==> config.mk <==
export PLATFORM = sky130hd
export DESIGN_NAME = rgb_seq
export DESIGN_NICKNAME = d
export VERILOG_FILES = /design/src/rtl/rgb_seq.sv
export SDC_FILE = /design/constraint.sdc
export NUM_CORES = 1
export LEC_CHECK = 0
export BUFFER_PORTS_ARGS = -buffer_cell sky130_fd_sc_hd__buf_4
export CORE_MARGIN = 10
export CORE_UTILIZATION = 50
export CTS_BUF_LIST = sky130_fd_sc_hd__clkbuf_8 sky130_fd_sc_hd__clkbuf_16
export DETAILED_ROUTE_END_ITERATION = 10
export PLACE_DENSITY = 0.66
export SYNTH_ARGS = -nofsm -noshare
export SYNTH_HDL_FRONTEND = slang
export SYNTH_SLANG_ARGS = --single-unit
==> constraint.sdc <==
create_clock -name clk -period 5.5 [get_ports clk]
set_input_delay 1.1 -clock clk [delete_from_list [all_inputs] [get_ports clk]]
set_output_delay 1.1 -clock clk [all_outputs]
set_load 0.1 [all_outputs]
==> src/rtl/rgb_seq.sv <==
// rgb_seq: colour sequencer feeding the rgb PWM colour register.
//
// Plays a table of up to DEPTH {hold, colour} entries. Each entry is shown
// for (hold+1) prescaler ticks, where one tick is TICK_DIV clk cycles.
// Playback is one-shot (ends with a done pulse) or looped.
//
// Optional build macro: RGB_SEQ_FADE_EN. When defined, each new entry fades
// in by stepping every 8-bit channel by 1 per tick before its hold starts.
//
// Ports:
//   clk, resetn          clock and synchronous active-low reset
//   cfg_we/addr/color/hold  table write port (addresses >= DEPTH ignored)
//   seq_len, seq_loop    active entry count and loop enable, sampled at start
//   start, stop          one-cycle playback control pulses (stop wins)
//   rgb_out, rgb_upd     current colour word and its change strobe
//   busy, idx, done      playback status, current entry, one-shot end pulse
module rgb_seq #(
    parameter int unsigned DEPTH    = 8,
    parameter int unsigned HOLD_W   = 16,
    parameter int unsigned TICK_DIV = 100000
) (
    input  logic                      clk,
    input  logic                      resetn,
    input  logic                      cfg_we,
    input  logic [$clog2(DEPTH)-1:0]  cfg_addr,
    input  logic [23:0]               cfg_color,
    input  logic [HOLD_W-1:0]         cfg_hold,
    input  logic [$clog2(DEPTH):0]    seq_len,
    input  logic                      seq_loop,
    input  logic                      start,
    input  logic                      stop,
    output logic [23:0]               rgb_out,
    output logic                      rgb_upd,
    output logic                      busy,
    output logic [$clog2(DEPTH)-1:0]  idx,
    output logic                      done
);

    localparam int unsigned AW = $clog2(DEPTH);
    localparam int unsigned LW = AW + 1;
    localparam int unsigned PW = $clog2(TICK_DIV);
    localparam int unsigned EW = HOLD_W + 24;

`ifdef RGB_SEQ_FADE_EN
    typedef enum logic [1:0] {StIdle, StLoad, StHold, StFade} state_e;
`else
    typedef enum logic [1:0] {StIdle, StLoad, StHold} state_e;
`endif

    state_e            state_q, state_d;
    logic [AW-1:0]     idx_q, idx_d;
    logic [LW-1:0]     len_q, len_d;
    logic              loop_q, loop_d;
    logic [HOLD_W-1:0] hold_q, hold_d;
    logic [PW-1:0]     presc_q, presc_d;
    logic [23:0]       rgb_out_q, rgb_out_d;
    logic              rgb_upd_q, rgb_upd_d;
    logic              done_q, done_d;
`ifdef RGB_SEQ_FADE_EN
    logic [23:0]       target_q, target_d;
    logic [23:0]       faded;
`endif

    logic              busy_int;
    logic              tick;
    logic              start_ok;
    logic [LW-1:0]     len_clamp;
    logic [LW-1:0]     idx_next;
    logic [EW-1:0]     rd_data_q;
    logic [23:0]       rd_color;
    logic [HOLD_W-1:0] rd_hold;

    // Table RAM: not reset, registered read of the entry idx_d selects, so
    // the data for entry idx is valid while in LOAD.
    logic [EW-1:0] mem [DEPTH];

    always_ff @(posedge clk) begin
        if (cfg_we && (32'(cfg_addr) < DEPTH)) begin
            mem[cfg_addr] <= {cfg_hold, cfg_color};
        end
        rd_data_q <= mem[idx_d];
    end

    assign rd_color = rd_data_q[23:0];
    assign rd_hold  = rd_data_q[EW-1:24];

`ifdef RGB_SEQ_FADE_EN
    function automatic logic [7:0] step_ch(input logic [7:0] cur, input logic [7:0] tgt);
        if (cur < tgt) begin
            return cur + 8'd1;
        end else if (cur > tgt) begin
            return cur - 8'd1;
        end
        return cur;
    endfunction

    assign faded = {step_ch(rgb_out_q[23:16], target_q[23:16]),
                    step_ch(rgb_out_q[15:8],  target_q[15:8]),
                    step_ch(rgb_out_q[7:0],   target_q[7:0])};
`endif

    // State register
    always_ff @(posedge clk) begin
        if (!resetn) begin
            state_q   <= StIdle;
            idx_q     <= '0;
            len_q     <= '0;
            loop_q    <= 1'b0;
            hold_q    <= '0;
            presc_q   <= '0;
            rgb_out_q <= '0;
            rgb_upd_q <= 1'b0;
            done_q    <= 1'b0;
`ifdef RGB_SEQ_FADE_EN
            target_q  <= '0;
`endif
        end else begin
            state_q   <= state_d;
            idx_q     <= idx_d;
            len_q     <= len_d;
            loop_q    <= loop_d;
            hold_q    <= hold_d;
            presc_q   <= presc_d;
            rgb_out_q <= rgb_out_d;
            rgb_upd_q <= rgb_upd_d;
            done_q    <= done_d;
`ifdef RGB_SEQ_FADE_EN
            target_q  <= target_d;
`endif
        end
    end

    // Next-state logic
    always_comb begin
        state_d   = state_q;
        idx_d     = idx_q;
        len_d     = len_q;
        loop_d    = loop_q;
        hold_d    = hold_q;
        rgb_out_d = rgb_out_q;
        done_d    = 1'b0;
`ifdef RGB_SEQ_FADE_EN
        target_d  = target_q;
`endif

        len_clamp = (32'(seq_len) > DEPTH) ? LW'(DEPTH) : seq_len;
        start_ok  = start && (len_clamp != '0);
        tick      = busy_int && (presc_q == PW'(TICK_DIV - 1));
        idx_next  = {1'b0, idx_q} + LW'(1);

        // Prescaler only runs while playing; a start realigns it.
        if (!busy_int || (start_ok && !stop)) begin
            presc_d = '0;
        end else if (tick) begin
            presc_d = '0;
        end else begin
            presc_d = presc_q + PW'(1);
        end

        if (stop) begin
            if (busy_int) begin
                state_d = StIdle;
                idx_d   = '0;
            end
        end else if (start_ok) begin
            state_d = StLoad;
            idx_d   = '0;
            len_d   = len_clamp;
            loop_d  = seq_loop;
        end else begin
            unique case (state_q)
                StIdle: ;
                StLoad: begin
                    hold_d = rd_hold;
`ifdef RGB_SEQ_FADE_EN
                    target_d = rd_color;
                    state_d  = StFade;
`else
                    rgb_out_d = rd_color;
                    state_d   = StHold;
`endif
                end
                StHold: begin
                    if (tick) begin
                        if (hold_q != '0) begin
                            hold_d = hold_q - HOLD_W'(1);
                        end else if (idx_next < len_q) begin
                            idx_d   = idx_next[AW-1:0];
                            state_d = StLoad;
                        end else if (loop_q) begin
                            idx_d   = '0;
                            state_d = StLoad;
                        end else begin
                            idx_d   = '0;
                            state_d = StIdle;
                            done_d  = 1'b1;
                        end
                    end
                end
`ifdef RGB_SEQ_FADE_EN
                StFade: begin
                    // The tick that lands on the target also starts the hold.
                    if (tick) begin
                        rgb_out_d = faded;
                        if (faded == target_q) begin
                            state_d = StHold;
                        end
                    end
                end
`endif
                default: state_d = StIdle;
            endcase
        end

        rgb_upd_d = (rgb_out_d != rgb_out_q);
    end

    // Outputs
    always_comb begin
        busy_int = (state_q != StIdle);
    end

    assign busy    = busy_int;
    assign idx     = idx_q;
    assign rgb_out = rgb_out_q;
    assign rgb_upd = rgb_upd_q;
    assign done    = done_q;

endmodule

==> metrics.md <==
| Metric | Value |
|---|---|
| Core area | 34400 um2 |
| Ys flop type | edfxtp_1 |
| IO buf count | 82 |
| Worst Path Arrival | 4.44 ns |
| Htree depth | 2 |
| Ys async rst share | 0% |
| Vias in the first global route | 10500 |
| Syn. warnings | 0 |
| Rows | 68 |
| Non-Filler Instances | 1815 |
| Die Area | 42400 um2 |
| Maximum resistive drop on vdd | 0.238 mV |
| Cell area after layout | 19700 um2 |
| CP Capture Type | flip-flop |
| Worst R2R Path Depth | 11 |
| RSZ-0062 raised after global routing | false |
| Max Transition Viols Final | 0 |
| Routed length per placed instance | 21.4 um |
| Minimum clock period | 4.03 ns |
| Placed cells | 1730 |
| CTS root buffer | clkbuf_16 |
| Critical path launch point | idx[0] |
| Place WS | 1.17 ns |
| Count of final setup violators | 0 |
| IO Count | 83 |
| Mux contribution to synthesized area | 0.296% |
| Initial antenna violation count | 3 |
| CP required | 5.91 ns |
| Setup tns final | 0 ns |
| Post-Synthesis Cell Area | 17300 um2 |
| Synthesized net count | 1326 |
| Critical Path Start Type | flip-flop |
| Worst hold-check path type | flip-flop to flip-flop |
| Max FO, Critical Path | 60 |
| CTS sink count | 429 |
| R2R setup slack | 1.47 ns |
| DR vias/cell | 5.87 |
| Syn Inst Count | 1263 |
| Global-route wire length before repair | 60.6 mm |
| Synthesis-to-finish area growth | 14.0% |
| Worst-path clk slew | 0.06 ns |
| FF+latch count, synth | 429 |
| Die Wd | 206 um |
| Filler Cell Count | 2699 |
| Commonest non-fill, non-tap cell in the layout | edfxtp_1 |
| FF/Latch Area | 11800 um2 |
| Most frequent cells in the layout | edfxtp_1 (320), and3_1 (165), a211oi_1 (139) |
| Fin. Hold Viols | 0 |
| Pleak | 0.00674 uW |
| Clock tree buffer depth | 3 |
| Final antenna-violating net count | 0 |
| Setup crit end | rd_data_q[34] |
| DRT Pass-1 Iters | 5 |
| RR Endpoint | rd_data_q[34] |
| WHS | 0.466 ns |
| Fin worst setup slack | 1.47 ns |
| Total GRT Usage | 18.2% |
| # Post-CTS Setup Buffers | 0 |
| Number of synthesized flops with an enable pin | 320 |
| Global placement routability congestion | 0.799 |
| Ratio of cells with drive above 1 in the final layout | 17.3% |
| Slew HR | 13.6% |
| Post-DP HPWL | 21.8 mm |
| Via Count | 10700 |
| Global route overflow | 0 |
| Kind of critical path | flip-flop to flip-flop |
| Resize count post-CTS | 0 |
| Max_cap viols | 0 |
| CTS tree | yes |
| R2r startpoint | idx[0] |
| Max Freq | 248 MHz |
| Iter 0 DRT Violations | 754 |
| Post-Route Skew | 0.00988 ns |
| Nets | 1385 |
| Initial Utilization | 50.3% |
| Syn Area/Cell | 13.7 um2 |
| Tcrit/Tclk final | 73.3% |
| Number of distinct library cells after synthesis | 62 |
| Simple-Gate Fraction of Synth Area | 13.8% |
| Num CTS Buffers | 45 |
| Pwr Density | 345 nW/um2 |
| Hold depth | 1 |
| Compound-Gate Fraction of Synth Area | 12.0% |
| Largest family of logic cells by synthesized area | simple AND/OR/NAND/NOR gates |
| Multi-input logic area | 4980 um2 |
| Largest net degree at the start of global routing | 162 |
| Residual DRC | 0 |
| Synthesized-area fraction occupied by adder cells | 0.723% |
| Least-Margin Pin Slew | 1.29 ns |
| Seq/Total Area, Yosys | 68.1% |
| Outcome | finished clean |
| XOR/XNOR share of the synthesized area | 1.62% |
| Post-Place Cell Area | 18200 um2 |
| Post-Route WL | 38.8 mm |
| CTS Hold Bufs | 0 |
| Die Y | 206 um |
| Clock Latency Late Sink | 0.55 ns |
-- worst min-delay path by stage --
stage / startpoint / endpoint
6_report: presc_q[0] / presc_q[0]
5_1_grt: presc_q[0] / presc_q[0]
4_1_cts: presc_q[0] / presc_q[0]
3_5_place_dp: presc_q[0] / presc_q[0]
3_3_place_gp: presc_q[0] / presc_q[0]
2_1_floorplan: presc_q[0] / presc_q[0]
-- critical path: stages, from the launching register on --
cell,delay (ns)
dfxtp_1,0.50
ha_1,0.28
xor2_1,0.08
ha_1,0.19
or3_1,0.36
o22ai_1,0.38
nand2_1,0.16
or3_4,0.61
nand2_8,0.44
buf_4,0.32
a211oi_1,0.11
nor4_1,0.42
-- power by group --
part | leakage, uW | switching (uW) | total, uW | internal (uW)
Combinational | 0.00219 | 139 | 220 | 81.2
Clock | 0.000754 | 1200 | 2980 | 1780
Sequential | 0.00380 | 30.0 | 3600 | 3570
Total | 0.00674 | 1370 | 6800 | 5430
-- cell type report --
class	instances	share of cell area (%)
tap	455	2.89
antenna	2	0.0254
inverter	23	0.438
timing repair buffer	104	4.15
multi-input combinational	719	25.3
clock inverter	34	1.49
clock buffer	49	5.99
sequential	429	59.8
-- metrics by stage --
stage | power (uW) | utilization, %
floorplan | 3780 | -
global placement | 3880 | 53.1
detailed placement | 3890 | 53.1
CTS | 6850 | 57.4
global route | 7030 | 57.4
finish | 6800 | 57.4
-- Yosys cell counts (4+ instances only) --
cell type,n,area (um2)
edfxtp_1,320,9610
a211oi_2,26,325
and3_1,165,1030
buf_2,19,95.1
xnor2_1,17,149
a21boi_0,26,195
buf_4,5,37.5
clkbuf_1,51,191
a211oi_1,139,1040
dfxtp_1,109,2180
nand2_1,70,263
nor2_1,50,188
nand3_1,12,60.1
inv_1,23,86.3
or3_1,5,31.3
nor4_2,14,175
mux2i_1,4,40.0
o221a_2,6,67.6
buf_6,15,169
o21ai_0,9,45.0
a31oi_1,5,31.3
nand4_1,11,68.8
nor3b_1,5,37.5
xor2_1,15,131
a21oi_1,21,105
nand2b_1,7,43.8
nor3_1,9,45.0
and2_1,6,37.5
o21a_1,7,52.6
ha_1,10,125
o22ai_1,5,31.3
nor4_1,33,206
-- logic make-up after synthesis --
logic type,Yosys count
compound gates,264
xor+xnor,32
fa+ha+maj,10
buf+inv,115
flops,429
mux,5
simple gates,408
-- metal layers --
layer  vias up  global-route usage (%)  wire length [um]
met5         -                       0                 7
met4         2                    5.21               722
met3        58                    3.79              2650
met2       276                    28.3             17700
met1      5294                    25.5             17700
li1       5032                       -                 -
-- state kept, by name, indices dropped and copies added, names as in the netlist --
signal	flops
mem	320
rd_data_q	40
rgb_out	24
presc_q	17
hold_q	16
len_q	4
idx	3
state_q	2
done	1
loop_q	1
rgb_upd	1
No activity file was read; power rests on OpenSTA's default activity.
